File: src/rtl/data_bus_arbiter.sv
// Shares the single-port data RAM between the CPU data port and a DMA/loader port.
// Build option: define DATA_BUS_CPU_PRIORITY_EN for fixed CPU priority (default is round-robin).
module data_bus_arbiter #(
  parameter int ADDR_W  = 32,
  parameter int DATA_W  = 32,
  parameter int RAM_LAT = 1
) (
  input  logic              clk,
  input  logic              rst,
  input  logic              cpu_ce_i,
  input  logic              cpu_we_i,
  input  logic [3:0]        cpu_sel_i,
  input  logic [ADDR_W-1:0] cpu_addr_i,
  input  logic [DATA_W-1:0] cpu_data_i,
  output logic [DATA_W-1:0] cpu_data_o,
  output logic              cpu_stall_o,
  input  logic              dma_req_i,
  input  logic              dma_we_i,
  input  logic [3:0]        dma_sel_i,
  input  logic [ADDR_W-1:0] dma_addr_i,
  input  logic [DATA_W-1:0] dma_data_i,
  output logic              dma_ack_o,
  output logic [DATA_W-1:0] dma_data_o,
  output logic              ram_ce_o,
  output logic              ram_we_o,
  output logic [3:0]        ram_sel_o,
  output logic [ADDR_W-1:0] ram_addr_o,
  output logic [DATA_W-1:0] ram_data_o,
  input  logic [DATA_W-1:0] ram_data_i
);

  typedef enum logic [1:0] {IDLE = 2'd0, BUSY = 2'd1, DONE = 2'd2} state_t;

  localparam logic       OWN_CPU  = 1'b0;
  localparam logic       OWN_DMA  = 1'b1;
  localparam logic [1:0] LAT_LOAD = 2'(RAM_LAT - 1);

  state_t              r_state;
  state_t              w_state_nxt;
  logic                r_owner;
  logic                r_last_owner;
  logic [1:0]          r_lat_cnt;
  logic                r_ram_ce;
  logic                r_ram_we;
  logic [3:0]          r_ram_sel;
  logic [ADDR_W-1:0]   r_ram_addr;
  logic [DATA_W-1:0]   r_ram_data;
  logic [DATA_W-1:0]   r_cpu_data;
  logic [DATA_W-1:0]   r_dma_data;
  logic                r_dma_ack;
  logic                w_cpu_wins;
  logic                w_grant;
  logic                w_complete;

  // Round-robin hands a tie to whoever was not served last; a lone requester always wins.
  always_comb begin
`ifdef DATA_BUS_CPU_PRIORITY_EN
    w_cpu_wins = cpu_ce_i;
`else
    w_cpu_wins = cpu_ce_i & (~dma_req_i | (r_last_owner == OWN_DMA));
`endif
  end

  assign w_grant    = (r_state == IDLE) && (cpu_ce_i || dma_req_i);
  assign w_complete = (r_state == BUSY) && (r_lat_cnt == 2'd0);

  always_ff @(posedge clk or negedge rst) begin
    if (!rst) begin
      r_state <= IDLE;
    end else begin
      r_state <= w_state_nxt;
    end
  end

  always_comb begin
    w_state_nxt = r_state;
    case (r_state)
      IDLE:    if (w_grant) w_state_nxt = BUSY;
      BUSY:    if (w_complete) w_state_nxt = DONE;
      DONE:    w_state_nxt = IDLE;
      default: w_state_nxt = IDLE;
    endcase
  end

  always_ff @(posedge clk or negedge rst) begin
    if (!rst) begin
      r_owner      <= OWN_CPU;
      r_last_owner <= OWN_DMA;
      r_lat_cnt    <= 2'd0;
      r_ram_ce     <= 1'b0;
      r_ram_we     <= 1'b0;
      r_ram_sel    <= '0;
      r_ram_addr   <= '0;
      r_ram_data   <= '0;
      r_cpu_data   <= '0;
      r_dma_data   <= '0;
      r_dma_ack    <= 1'b0;
    end else begin
      r_dma_ack <= 1'b0;
      if (w_grant) begin
        r_owner   <= w_cpu_wins ? OWN_CPU : OWN_DMA;
        r_lat_cnt <= LAT_LOAD;
        r_ram_ce  <= 1'b1;
        if (w_cpu_wins) begin
          r_ram_we   <= cpu_we_i;
          r_ram_sel  <= cpu_sel_i;
          r_ram_addr <= cpu_addr_i;
          r_ram_data <= cpu_data_i;
        end else begin
          r_ram_we   <= dma_we_i;
          r_ram_sel  <= dma_sel_i;
          r_ram_addr <= dma_addr_i;
          r_ram_data <= dma_data_i;
        end
      end else if (w_complete) begin
        // Writes leave the read-data registers holding the previous read.
        r_ram_ce     <= 1'b0;
        r_ram_we     <= 1'b0;
        r_last_owner <= r_owner;
        r_dma_ack    <= (r_owner == OWN_DMA);
        if (!r_ram_we) begin
          if (r_owner == OWN_CPU) r_cpu_data <= ram_data_i;
          else                    r_dma_data <= ram_data_i;
        end
      end else if (r_state == BUSY) begin
        r_lat_cnt <= r_lat_cnt - 2'd1;
      end
    end
  end

  assign cpu_stall_o = cpu_ce_i && !((r_state == DONE) && (r_owner == OWN_CPU));
  assign cpu_data_o  = r_cpu_data;
  assign dma_ack_o   = r_dma_ack;
  assign dma_data_o  = r_dma_data;
  assign ram_ce_o    = r_ram_ce;
  assign ram_we_o    = r_ram_we;
  assign ram_sel_o   = r_ram_sel;
  assign ram_addr_o  = r_ram_addr;
  assign ram_data_o  = r_ram_data;

endmodule

File: config.mk
export PLATFORM = sky130hd
export DESIGN_NAME = data_bus_arbiter
export DESIGN_NICKNAME = d
export VERILOG_FILES = /design/src/rtl/data_bus_arbiter.sv
export SDC_FILE = /design/constraint.sdc
export NUM_CORES = 1
export LEC_CHECK = 0
export ABC_AREA = 1
export BUFFER_PORTS_ARGS = -buffer_cell sky130_fd_sc_hd__buf_2
export CAP_MARGIN = 20
export CORE_MARGIN = 2
export CORE_UTILIZATION = 25
export DETAILED_ROUTE_END_ITERATION = 6
export SLEW_MARGIN = 20
export SYNTH_ARGS = -nofsm -noshare
export SYNTH_HDL_FRONTEND = slang
export SYNTH_SLANG_ARGS = --single-unit
export TNS_END_PERCENT = 5
File: constraint.sdc
create_clock -name clk -period 4.4 [get_ports clk]
set_clock_uncertainty 0.05 [all_clocks]
set_input_delay 0.22 -clock clk [delete_from_list [all_inputs] [get_ports clk]]
set_output_delay 0.22 -clock clk [all_outputs]
set_load 0.02 [all_outputs]
==> metrics.log <==
[metrics] kind of end point of the critical path: register
[metrics] part of the cycle the worst path needs: 53.20%
[metrics] Slew @ Worst Pin: 0.9155 ns
[metrics] Final Non-Filler Cells: 1565
[metrics] Cell Rows: 59
[metrics] fraction of the yosys area taken by sequential cells: 52.95%
[metrics] vias per inst: 4.187
[metrics] CTS Root Cell: clkbuf_16
[metrics] # IOs: 310
[metrics] initial drt markers: 454
[metrics] hold_sp: ram_data_i[26]
[metrics] number of H-tree levels: 4
[metrics] distinct cell type count of the synthesized netlist: 23
[metrics] horizontal extent of the die: 167.3 um
[metrics] critical path buffer and inverter count: 1
[metrics] maximum ir drop on the vdd rail: 257.4 uV
[metrics] R2R Path End: cpu_data_o[25]
[metrics] status: complete, but fails checks
[metrics] Crit Reg-Reg Startpoint: r_lat_cnt[0]
[metrics] die outline height: 167.3 um
[metrics] data arrival at the endpoint of the critical path: 2.59 ns
[metrics] top cells by area in the synthesized netlist: dfrtp_1, nand2_1, inv_1, nand3_1, buf_2
[metrics] largest net degree at the start of global routing: 72
[metrics] number of enable-type register cells in the synthesized netlist: 0
[metrics] antenna violations before repair: 0
[metrics] grt total ovfl: 0
[metrics] number of cells in the design after placement: 1503
[metrics] setup TNS after final layout: 0 ns
[metrics] fraction of synthesized area in multiplexers: 0%
[metrics] wire length of the first global-routing pass: 32.62 mm
[metrics] Synth warnings: 0
[metrics] TritonCTS clock tree: done
[metrics] leakage power: 5.709 nW
[metrics] starting density of the core: 25.51%
[metrics] P&R area growth vs syn: 39.70%
[metrics] mean cell area of the mapped netlist: 7.440 um2
[metrics] kind of start point of the critical path: register
[metrics] FF-to-FF path depth: 7
[metrics] total global-route track usage: 14.58%
[metrics] Clock Tree Buf Depth: 2
[metrics] area share of the largest cell type after synthesis: 52.55%
[metrics] residual DRC count: 21
[metrics] leading area contributor after synthesis: dfrtp_1
[metrics] Nets: 1394
[metrics] routability congestion estimate from global placement: 0.7898
[metrics] library cell appearing most often on the critical path: nand2_1
[metrics] clock-pin slew on the worst setup and hold paths: 0.06 ns
[metrics] final setup vio count: 0
[metrics] cell at the slowest stage of the critical path: nor2_4
[metrics] Diodes inserted: 0
[metrics] xor and xnor area share after synthesis: 0%
[metrics] count of cells along the worst hold path: 3
[metrics] Max transition margin: 38.83%
[metrics] floorplan die area: 27990 um2
[metrics] required time at the endpoint of the critical path: 4.65 ns
[metrics] Final Routed Wirelength: 20.27 mm
[metrics] CP Max Fanout: 33
[metrics] Max Freq: 427.2 MHz
[metrics] worst min path class: in2reg
[metrics] Register-to-Register Setup Slack: 2.06 ns
[metrics] via count of the first global-routing pass: 6350
[metrics] clock buffers created by TritonCTS: 17
[metrics] endpoint of the worst hold-timing path: dma_data_o[26]
[metrics] detailed-route via count: 6552
[metrics] violated checks: DRC
[metrics] sinks on the clock net: 141
[metrics] power density over the cells: 719.5 nW/um2
[metrics] ratio of cells with drive above 1 in the final layout: 29.19%
[metrics] arithmetic-cell share of the synthesized area counting full adders, half adders and majority gates: 0.1877%
[metrics] Final Hold Fails: 0
[metrics] worst-skew pair later-pin latency: 0.41 ns
[metrics] fraction of the mapped netlist area in compound gates: 0.9384%
[metrics] longest individual stage delay on the worst path: 0.70 ns
[metrics] syn_nets: 1071
[metrics] top cells by instance count after synthesis: nand2_1, inv_1, dfrtp_1, nand3_1, buf_2
[metrics] number of detailed-routing iterations run before antenna repair: 6
[metrics] main combinational cell family by area after synthesis: simple AND/OR/NAND/NOR gates
[metrics] buffers added on ports: 309
[metrics] flip-flop cell with the highest count after synthesis: dfrtp_1
[metrics] Netlist Area Pre-Place: 6666 um2
[metrics] dpl hpwl: 14.18 mm
[metrics] reported max-cap violation count: 0
[metrics] cell-by-cell trace of the critical path: inv_1 -> ha_1 -> nand3_1 -> nor2_4 -> nand2_4 -> nand2_1 -> nand2_1
[metrics] average detailed-routed wire length per instance: 12.95 um
[metrics] setup repair after global routing missed its margin: false
[metrics] synthesized-area fraction occupied by and/or/nand/nor cells: 33.56%
[metrics] most frequent cell after synthesis: nand2_1
[metrics] number of gates resized after CTS: 0
[metrics] Seq cells post-synth: 141
[metrics] Worst Path Class, Setup: reg2reg
[metrics] kind of cell adding the most delay to the critical path: simple AND/OR/NAND/NOR gates
[metrics] Placeable Area: 26130 um2
[metrics] shortest period the worst path allows: 2.341 ns
[metrics] ys async rst share: 100.0%
[metrics] post-route antenna net violation count: 0
[metrics] Final Slew Violations: 0
[metrics] Cells after Synth: 896
-- area by class of cell --
| cell class | instances | area, um2 |
|---|---|---|
| well taps | 335 | 419.2 |
| inverters | 149 | 559.3 |
| repair buffers | 348 | 1926 |
| clock buffers | 20 | 456.7 |
| clock inverters | 10 | 92.59 |
| flip-flops and latches | 141 | 3530 |
| multi-input cells | 562 | 2330 |
| fillers | 2770 | 16820 |
-- sequential cells by signal (all words and copies together) (netlist names) --
name	flops
ram_ce_o	1
dma_data_o	32
ram_addr_o	32
cpu_data_o	32
dma_ack_o	1
ram_sel_o	4
ram_we_o	1
r_last_owner	1
r_state	2
ram_data_o	32
r_lat_cnt	2
r_owner	1
-- layout by cell type, fill, tap and decap left out --
cell,Yosys,routed
nand2_1,441,440
buf_2,32,308
inv_1,146,146
dfrtp_1,140,140
nand3_1,104,104
dlygate4sd3_1,0,32
clkbuf_16,0,17
buf_4,4,7
clkinvlp_4,0,4
inv_2,3,3
nand2_2,2,3
o21ai_0,3,3
clkinv_2,0,3
a21oi_4,1,2
nor2_2,2,2
clkbuf_8,0,2
o31ai_1,1,1
nand4_1,1,1
o21ai_4,0,1
nor2_4,1,1
nand2_4,1,1
nand3b_1,1,1
o22ai_1,1,1
ha_1,1,1
clkbuf_1,2,1
bufinv_16,0,1
clkinv_4,0,1
inv_6,0,1
buf_6,6,1
dfstp_2,1,1
-- layer usage --
layer,track usage (%),part of all wire (%)
met2,24.32,47
met3,3.356,5.9
met5,0,0
met1,18.77,45
met4,4.688,1.7
-- what timing repair did --
item                      4_1_cts  5_1_grt
hold buffers                   32        0
setup buffers                   0        0
hold endpoints to repair       89        0
-- power breakdown --
| part | internal, mW | switching, mW | leakage (nW) | total, mW |
|---|---|---|---|---|
| Sequential | 1.94 | 0.346 | 1.73 | 2.28 |
| Clock | 0.800 | 0.560 | 0.260 | 1.36 |
| Combinational | 0.952 | 2.10 | 3.72 | 3.06 |
| Total | 3.69 | 3.01 | 5.71 | 6.70 |
-- worst min-delay path: stages --
cell and delay, ns:
buf_2 0.11, nand2_1 0.06, nand2_1 0.05
-- stage by stage --
step	hold WS [ns]	worst slack, ns	power, mW	util (%)	instance area (um2)
6_report	0.01684	2.059	6.700	35.64	9313
5_1_grt	0.02871	1.776	7.234	35.64	9313
4_1_cts	0.003792	1.592	6.805	35.63	9310
3_5_place_dp	0.1430	1.525	5.378	32.30	8441
3_3_place_gp	0.1367	1.663	5.324	32.30	8441
2_1_floorplan	-0.1256	2.951	4.287	-	6666
-- kinds of logic after synthesis --
group,after synthesis
simple gates,553
buf+inv,193
flops,141
compound gates,8
fa+ha+maj,1
-- worst max-delay path by stage --
stage / to / depth (start not counted) / from / slack, ns
floorplan: cpu_data_o[10] / 8 / r_lat_cnt[0] / 2.95
global placement: dma_data_o[0] / 7 / cpu_ce_i / 1.66
detailed placement: dma_data_o[18] / 7 / cpu_ce_i / 1.53
CTS: dma_data_o[18] / 5 / r_state[0] / 1.59
global route: dma_data_o[12] / 5 / r_state[0] / 1.78
finish: cpu_data_o[25] / 7 / r_lat_cnt[0] / 2.06
Power figures use the tool's default switching activity.
